File: src/rtl/muldiv_ctrl_pkg.sv
// Shared execute-stage constants: ALU control codes, multiply/divide codes
// and the multiply/divide sequencer state type.
package muldiv_ctrl_pkg;

    // Existing ALU control codes
    localparam logic [4:0] EXE_AND   = 5'd0;
    localparam logic [4:0] EXE_OR    = 5'd1;
    localparam logic [4:0] EXE_XOR   = 5'd2;
    localparam logic [4:0] EXE_NOR   = 5'd3;
    localparam logic [4:0] EXE_ADD   = 5'd4;
    localparam logic [4:0] EXE_ADDU  = 5'd5;
    localparam logic [4:0] EXE_SUB   = 5'd6;
    localparam logic [4:0] EXE_SUBU  = 5'd7;
    localparam logic [4:0] EXE_SLT   = 5'd8;
    localparam logic [4:0] EXE_SLTU  = 5'd9;
    localparam logic [4:0] EXE_SLL   = 5'd10;
    localparam logic [4:0] EXE_SRL   = 5'd11;
    localparam logic [4:0] EXE_SRA   = 5'd12;
    localparam logic [4:0] EXE_LUI   = 5'd13;

    // Multiply/divide and HI/LO move codes
    localparam logic [4:0] EXE_MULT  = 5'd14;
    localparam logic [4:0] EXE_MULTU = 5'd15;
    localparam logic [4:0] EXE_DIV   = 5'd16;
    localparam logic [4:0] EXE_DIVU  = 5'd17;
    localparam logic [4:0] EXE_MTHI  = 5'd18;
    localparam logic [4:0] EXE_MTLO  = 5'd19;

    typedef enum logic [1:0] {
        IDLE = 2'd0,
        MUL  = 2'd1,
        DIV  = 2'd2,
        FIX  = 2'd3
    } muldiv_state_t;

    // Signed ops take operand magnitudes and need a sign fix-up.
    function automatic logic is_signed_op(input logic [4:0] code);
        return (code == EXE_MULT) || (code == EXE_DIV);
    endfunction

endpackage

File: src/rtl/muldiv_iter.sv
// One shift-add (multiply) or restoring-divide step per enabled cycle
// on a 2*DATA_W shift register {upper, lower}.
module muldiv_iter
    import muldiv_ctrl_pkg::*;
#(
    parameter int DATA_W = 32
) (
    input  logic              clk,
    input  logic              reset,
    input  logic              load,
    input  logic              en,
    input  logic              div_mode,
    input  logic [DATA_W-1:0] opa,
    input  logic [DATA_W-1:0] opb,
    output logic [DATA_W-1:0] upper,
    output logic [DATA_W-1:0] lower
);

    logic [DATA_W-1:0] upper_q, lower_q, opb_q;
    logic [DATA_W-1:0] upper_d, lower_d;
    logic [DATA_W:0]   add_sum;
    logic [DATA_W:0]   sub_diff;

    // Next value of the shift register for one iteration
    always_comb begin
        upper_d  = upper_q;
        lower_d  = lower_q;
        add_sum  = {1'b0, upper_q}
                 + (lower_q[0] ? {1'b0, opb_q} : '0);
        sub_diff = {upper_q, lower_q[DATA_W-1]} - {1'b0, opb_q};
        if (div_mode) begin
            if (!sub_diff[DATA_W]) begin
                upper_d = sub_diff[DATA_W-1:0];
                lower_d = {lower_q[DATA_W-2:0], 1'b1};
            end else begin
                upper_d = {upper_q[DATA_W-2:0], lower_q[DATA_W-1]};
                lower_d = {lower_q[DATA_W-2:0], 1'b0};
            end
        end else begin
            upper_d = add_sum[DATA_W:1];
            lower_d = {add_sum[0], lower_q[DATA_W-1:1]};
        end
    end

    // Load operands on launch, step while enabled
    always_ff @(posedge clk or posedge reset) begin
        if (reset) begin
            upper_q <= '0;
            lower_q <= '0;
            opb_q   <= '0;
        end else if (load) begin
            upper_q <= '0;
            lower_q <= opa;
            opb_q   <= opb;
        end else if (en) begin
            upper_q <= upper_d;
            lower_q <= lower_d;
        end
    end

    assign upper = upper_q;
    assign lower = lower_q;

endmodule

File: src/rtl/muldiv_ctrl.sv
// Multiply/divide sequencer: FSM, iteration counter, sign fix-up and
// the architectural HI/LO registers.
module muldiv_ctrl
    import muldiv_ctrl_pkg::*;
#(
    parameter int DATA_W = 32,
    parameter int CNT_W  = $clog2(DATA_W)
) (
    input  logic              clk,
    input  logic              reset,
    input  logic              start,
    input  logic [4:0]        op,
    input  logic [DATA_W-1:0] srca,
    input  logic [DATA_W-1:0] srcb,
    input  logic              flush,
    output logic              busy,
    output logic              done,
    output logic [DATA_W-1:0] hi,
    output logic [DATA_W-1:0] lo
);

    muldiv_state_t state_q, state_d;

    logic [CNT_W-1:0]    cnt_q;
    logic                is_div_q;
    logic                qneg_q;
    logic                rneg_q;
    logic [DATA_W-1:0]   hi_q, lo_q;
    logic                done_q;

    logic                load;
    logic                iter_en;
    logic                fix_we;
    logic                mthi_we;
    logic                mtlo_we;
    logic                last;
    logic                sgn;
    logic                div_launch;
    logic [DATA_W-1:0]   mag_a, mag_b;
    logic [DATA_W-1:0]   it_upper, it_lower;
    logic [2*DATA_W-1:0] prod_fix;
    logic [DATA_W-1:0]   rem_fix, quo_fix;

    // Operand magnitudes and corrected results
    always_comb begin
        sgn        = is_signed_op(op);
        div_launch = (op == EXE_DIV) || (op == EXE_DIVU);
        mag_a      = (sgn && srca[DATA_W-1]) ? -srca : srca;
        mag_b      = (sgn && srcb[DATA_W-1]) ? -srcb : srcb;
        last       = (cnt_q == CNT_W'(DATA_W - 1));
        prod_fix   = qneg_q ? -{it_upper, it_lower}
                            : {it_upper, it_lower};
        rem_fix    = rneg_q ? -it_upper : it_upper;
        quo_fix    = qneg_q ? -it_lower : it_lower;
    end

    // Next state and per-cycle control strobes
    always_comb begin
        state_d = state_q;
        load    = 1'b0;
        iter_en = 1'b0;
        fix_we  = 1'b0;
        mthi_we = 1'b0;
        mtlo_we = 1'b0;
        unique case (state_q)
            IDLE: begin
                if (start && !flush) begin
                    case (op)
                        EXE_MULT, EXE_MULTU: begin
                            state_d = MUL;
                            load    = 1'b1;
                        end
                        EXE_DIV, EXE_DIVU: begin
                            state_d = DIV;
                            load    = 1'b1;
                        end
                        EXE_MTHI: mthi_we = 1'b1;
                        EXE_MTLO: mtlo_we = 1'b1;
                        default: ;
                    endcase
                end
            end
            MUL, DIV: begin
                if (flush) begin
                    state_d = IDLE;
                end else begin
                    iter_en = 1'b1;
                    if (last) state_d = FIX;
                end
            end
            FIX: begin
                state_d = IDLE;
                fix_we  = !flush;
            end
            default: state_d = IDLE;
        endcase
    end

    // State register
    always_ff @(posedge clk or posedge reset) begin
        if (reset) state_q <= IDLE;
        else       state_q <= state_d;
    end

    // Iteration counter and result-sign flags latched at launch
    always_ff @(posedge clk or posedge reset) begin
        if (reset) begin
            cnt_q    <= '0;
            is_div_q <= 1'b0;
            qneg_q   <= 1'b0;
            rneg_q   <= 1'b0;
        end else if (load) begin
            cnt_q    <= '0;
            is_div_q <= div_launch;
            qneg_q   <= sgn & (srca[DATA_W-1] ^ srcb[DATA_W-1]);
            rneg_q   <= sgn & srca[DATA_W-1];
        end else if (iter_en) begin
            cnt_q    <= cnt_q + CNT_W'(1);
        end
    end

    // HI/LO writeback and the done pulse
    always_ff @(posedge clk or posedge reset) begin
        if (reset) begin
            hi_q   <= '0;
            lo_q   <= '0;
            done_q <= 1'b0;
        end else begin
            done_q <= fix_we;
            if (fix_we) begin
                if (is_div_q) begin
                    hi_q <= rem_fix;
                    lo_q <= quo_fix;
                end else begin
                    hi_q <= prod_fix[2*DATA_W-1:DATA_W];
                    lo_q <= prod_fix[DATA_W-1:0];
                end
            end else begin
                if (mthi_we) hi_q <= srca;
                if (mtlo_we) lo_q <= srca;
            end
        end
    end

    muldiv_iter #(
        .DATA_W (DATA_W)
    ) u_iter (
        .clk      (clk),
        .reset    (reset),
        .load     (load),
        .en       (iter_en),
        .div_mode (is_div_q),
        .opa      (mag_a),
        .opb      (mag_b),
        .upper    (it_upper),
        .lower    (it_lower)
    );

    assign busy = (state_q != IDLE);
    assign done = done_q;
    assign hi   = hi_q;
    assign lo   = lo_q;

endmodule

File: config.mk
export PLATFORM = sky130hd
export DESIGN_NAME = muldiv_ctrl
export DESIGN_NICKNAME = d
export VERILOG_FILES = /design/src/rtl/muldiv_ctrl_pkg.sv /design/src/rtl/muldiv_iter.sv /design/src/rtl/muldiv_ctrl.sv
export SDC_FILE = /design/constraint.sdc
export NUM_CORES = 1
export LEC_CHECK = 0
export CAP_MARGIN = 20
export CORE_MARGIN = 2
export CORE_UTILIZATION = 43
export CTS_BUF_LIST = sky130_fd_sc_hd__clkbuf_4
export DETAILED_ROUTE_END_ITERATION = 10
export PLACE_DENSITY = 0.6
export SLEW_MARGIN = 20
export SYNTH_ARGS = -nofsm -noshare
export SYNTH_HDL_FRONTEND = slang
export SYNTH_SLANG_ARGS = --single-unit
File: constraint.sdc
create_clock -name clk -period 12.3 [get_ports clk]
set_input_delay 3.075 -clock clk [delete_from_list [all_inputs] [get_ports clk]]
set_output_delay 3.075 -clock clk [all_outputs]
set_load 0.005 [all_outputs]
==> key figures <==
Setup path
  – Crit path DAT: 6260 ps
  – Crit path launch type: primary input
  – CP top delay family: simple AND/OR/NAND/NOR gates
  – Cell depth of the worst setup path: 11
  – Crit-path max FO: 4
  – CP required: 12830 ps
  – Buf/Inv on CP: 1
  – Crit path max-delay cell type: or4_1
  – Worst-path cell chain: clkdlybuf4s50_1 -> or4_1 -> nor4_1 -> nor4b_1 -> and4b_1 -> nand3b_1 -> nor3_1 -> nand2_1 -> o31ai_1 -> nand3_1 -> o21ai_0
  – CP endpoint kind: register
  – Slowest stage delay, CP: 610 ps
  – Class of the most critical setup path: primary input to register
  – R2R depth: 13

Place
  – Placed cell count: 2281
  – HPWL Detailed: 30900 um
  – PortBufs: 138
  – GPL Wtd Cong: 0.913

Yosys
  – Count leader, synth: o21ai_0
  – Top FF cell, synth: dfrtp_1
  – Synth area leaders: dfrtp_1 30%, o21ai_0 7.8%, mux2i_1 6.8%
  – Seq/Total Area, Yosys: 30.0%
  – Post-Syn Nets: 1941
  – Post-synthesis cell type count: 67
  – Ys async rst share: 100%
  – EDFF count, synth: 0
  – Synth top area share: 30.0%
  – Flop and latch count out of synthesis: 171
  – Most frequent cells after synthesis: 222 x o21ai_0, 211 x nand2_1, 171 x dfrtp_1
  – Netlist Area Pre-Place: 0.0143 mm2
  – Synth Warn #: 0
  – Synth Area per Inst: 7.95 um2
  – Cell taking the most area after synthesis: dfrtp_1
  – Post-Syn Instances: 1794

STA
  – Slew headroom: 33.9%
  – Fin crit period: 5720 ps
  – Measured slew at the worst slew-check pin: 990 ps
  – Upper clock frequency limit: 0.175 GHz
  – Final setup vio count: 0
  – Setup Skew: 33.4 ps
  – RSZ-0062 raised after global routing: no
  – Hold Fails Final Rpt: 0
  – Tcrit/Tclk final: 46.5%
  – Final Max Slew Viols: 0
  – Setup TNS: 0 ps

Clock tree
  – Number of setup buffers added after CTS: 0
  – Clock transition at path regs: 150 ps
  – Cts repair resizes: 0
  – CTS tree: done
  – Clock buffer count from CTS: 17
  – Total clock sinks: 171
  – CTS root buf: clkbuf_4
  – Max clock buf depth: 2
  – Worst skew pair latency: 600 ps
  – Cts hold-fix bufs: 0
  – H-tree depth: 4

Pwr
  – Power density over the cells: 258 mW/mm2
  – Clock power frac: 7.2%
  – Max VDD drop: 0.000196 V
  – Switching pwr: 2.09 mW
  – Internal power: 2.09 mW
  – Leakage power: 6.74 nW
  – Combinational share of power: 65.0%
  – Sw Ratio: 50.0%
  – Sequential power share: 27.8%

Routing
  – Vias/cell: 5.67
  – Initial DRT Pass Iterations: 6
  – WL final: 40700 um
  – Remaining DRCs: 0
  – Iter 0 DRT Violations: 746
  – Vias: 13119
  – Routed Antenna Nets: 0
  – Wire per inst: 17.6 um

Global route
  – Initial antenna violation count: 1
  – Gr ovfl total: 0
  – Vias in the first global route: 12351
  – Global-route wire length before repair: 65600 um
  – Largest net degree at the start of global routing: 71
  – Total GRT Usage: 23.8%

Cells and area
  – Fin cells: 2315
  – Share of layout cells above drive strength 1: 3.79%
  – Layout area overhead: 13.6%
  – Layout Nets: 2006
  – Fillers: 3215

Worst hold path
  – HP Class: register to register
  – Worst hold stages: 2

Outcome
  – Status: finished clean

Job
  – Total of max-cap violations: 0

Floorplanning
  – # rows: 66
  – I/O Pins: 139
  – Die area: 0.0347 mm2
  – Die height: 186 um
  – Initial Utilization: 43.7%
  – Core area: 0.0326 mm2
  – Die W: 186 um
[sequential cells by signal (all words and copies together), names as in the netlist, 2 cells and up]
name and cells:
hi 32, lo 32, u_iter.lower 32, u_iter.opb_q 32, u_iter.upper 32, cnt_q 5
state_q 2
[cells by family after synthesis]
| logic type | count (synthesis) | share of synthesized area, % |
|---|---|---|
| AOI/OAI and AO/OA | 567 | 23.9 |
| xor gates and xnor gates | 172 | 10.6 |
| adders and majority gates | 74 | 6.59 |
| buffers and inverters | 177 | 4.76 |
| DFF | 171 | 30.0 |
| muxes | 97 | 6.80 |
| and+or+nand+nor | 536 | 17.3 |
[power by group through the flow]
stage                     sequential [mW]  combinational (mW)  clock [mW]
after floorplan                      1.03                1.99           0
after global placement               1.16                2.64           0
after detailed placement             1.17                2.68           0
after CTS                            1.15                2.69       0.308
after global routing                 1.20                3.04       0.330
final                                1.16                2.72       0.299
[area by class of cell]
type / count / area, um2 / share of cell area, %
multi-input combinational: 1446 / 9360 / 57.7
tap: 442 / 553 / 3.41
clock inverter: 14 / 100 / 0.618
clock buffer: 18 / 135 / 0.834
sequential: 171 / 4280 / 26.4
antenna: 1 / 2.50 / 0.0154
inverter: 68 / 262 / 1.61
timing repair buffer: 155 / 1520 / 9.36
[worst register-to-register path, cell delays in order (launching register included)]
cell       delay, ps
dfrtp_1          500
inv_1            170
ha_1             300
fa_1             400
nor2b_1          260
o31a_1           220
o21ai_0          210
a211oi_1         650
o31ai_1          280
xor2_4           210
buf_4            340
a2111oi_0        830
nor3_1           100
a221o_1          280
[metal layers]
metal | vias up | GRT usage (%) | share of wire [%]
li1 | 6540 | - | -
met1 | 6163 | 32.6 | 47
met2 | 368 | 39.4 | 46
met3 | 48 | 3.19 | 4.8
met4 | 0 | 6.43 | 1.8
met5 | - | 0 | 0
[path summary, 6_finish.rpt]
path / start / endpoint / slack [ps]
worst max-delay path: srcb[8] / u_iter.opb_q[31] / 6580
worst min-delay path: u_iter.opb_q[25] / u_iter.opb_q[25] / 490
worst max register to register: u_iter.lower[31] / u_iter.upper[29] / 7460
worst min register to register: u_iter.opb_q[25] / u_iter.opb_q[25] / 490
max in group asynchronous: reset / is_div_q / 8200
min in group asynchronous: reset / lo[9] / 2940
[through the flow]
step / cell area [um2] / utilization (%) / hold WS, ps / worst slack, ps / total power, mW
after global placement: 16000 / 48.9 / 460 / 6020 / 3.80
after global routing: 16200 / 49.7 / 524 / 6260 / 4.58
final: 16200 / 49.7 / 495 / 6580 / 4.18
after detailed placement: 16000 / 48.9 / 471 / 5950 / 3.85
after CTS: 16200 / 49.6 / 503 / 6610 / 4.15
after floorplan: 14300 / - / 450 / 4590 / 3.01
[cell usage in the layout (no fill, tap or decap), types with 5 or more instances in the layout]
cell type,count
nor2_1,135
ha_1,72
and3_1,12
o211ai_1,38
buf_4,16
clkinvlp_4,5
or4_1,8
nand4_1,14
nor3_1,34
a21o_1,32
o41ai_1,9
o21a_1,10
clkdlybuf4s50_1,138
clkbuf_4,18
o31ai_1,24
a31oi_1,12
nor4_1,15
nor2b_1,14
a211oi_1,16
mux2i_1,97
xnor2_1,98
inv_1,66
dfrtp_1,170
o21bai_1,6
and2_1,7
xor2_1,73
o21ai_0,222
nand2_1,209
or3_1,18
nand3_1,25
a22oi_1,12
a21oi_1,138
nand2b_1,21
Note: power is estimated with default switching activity, not from simulation.
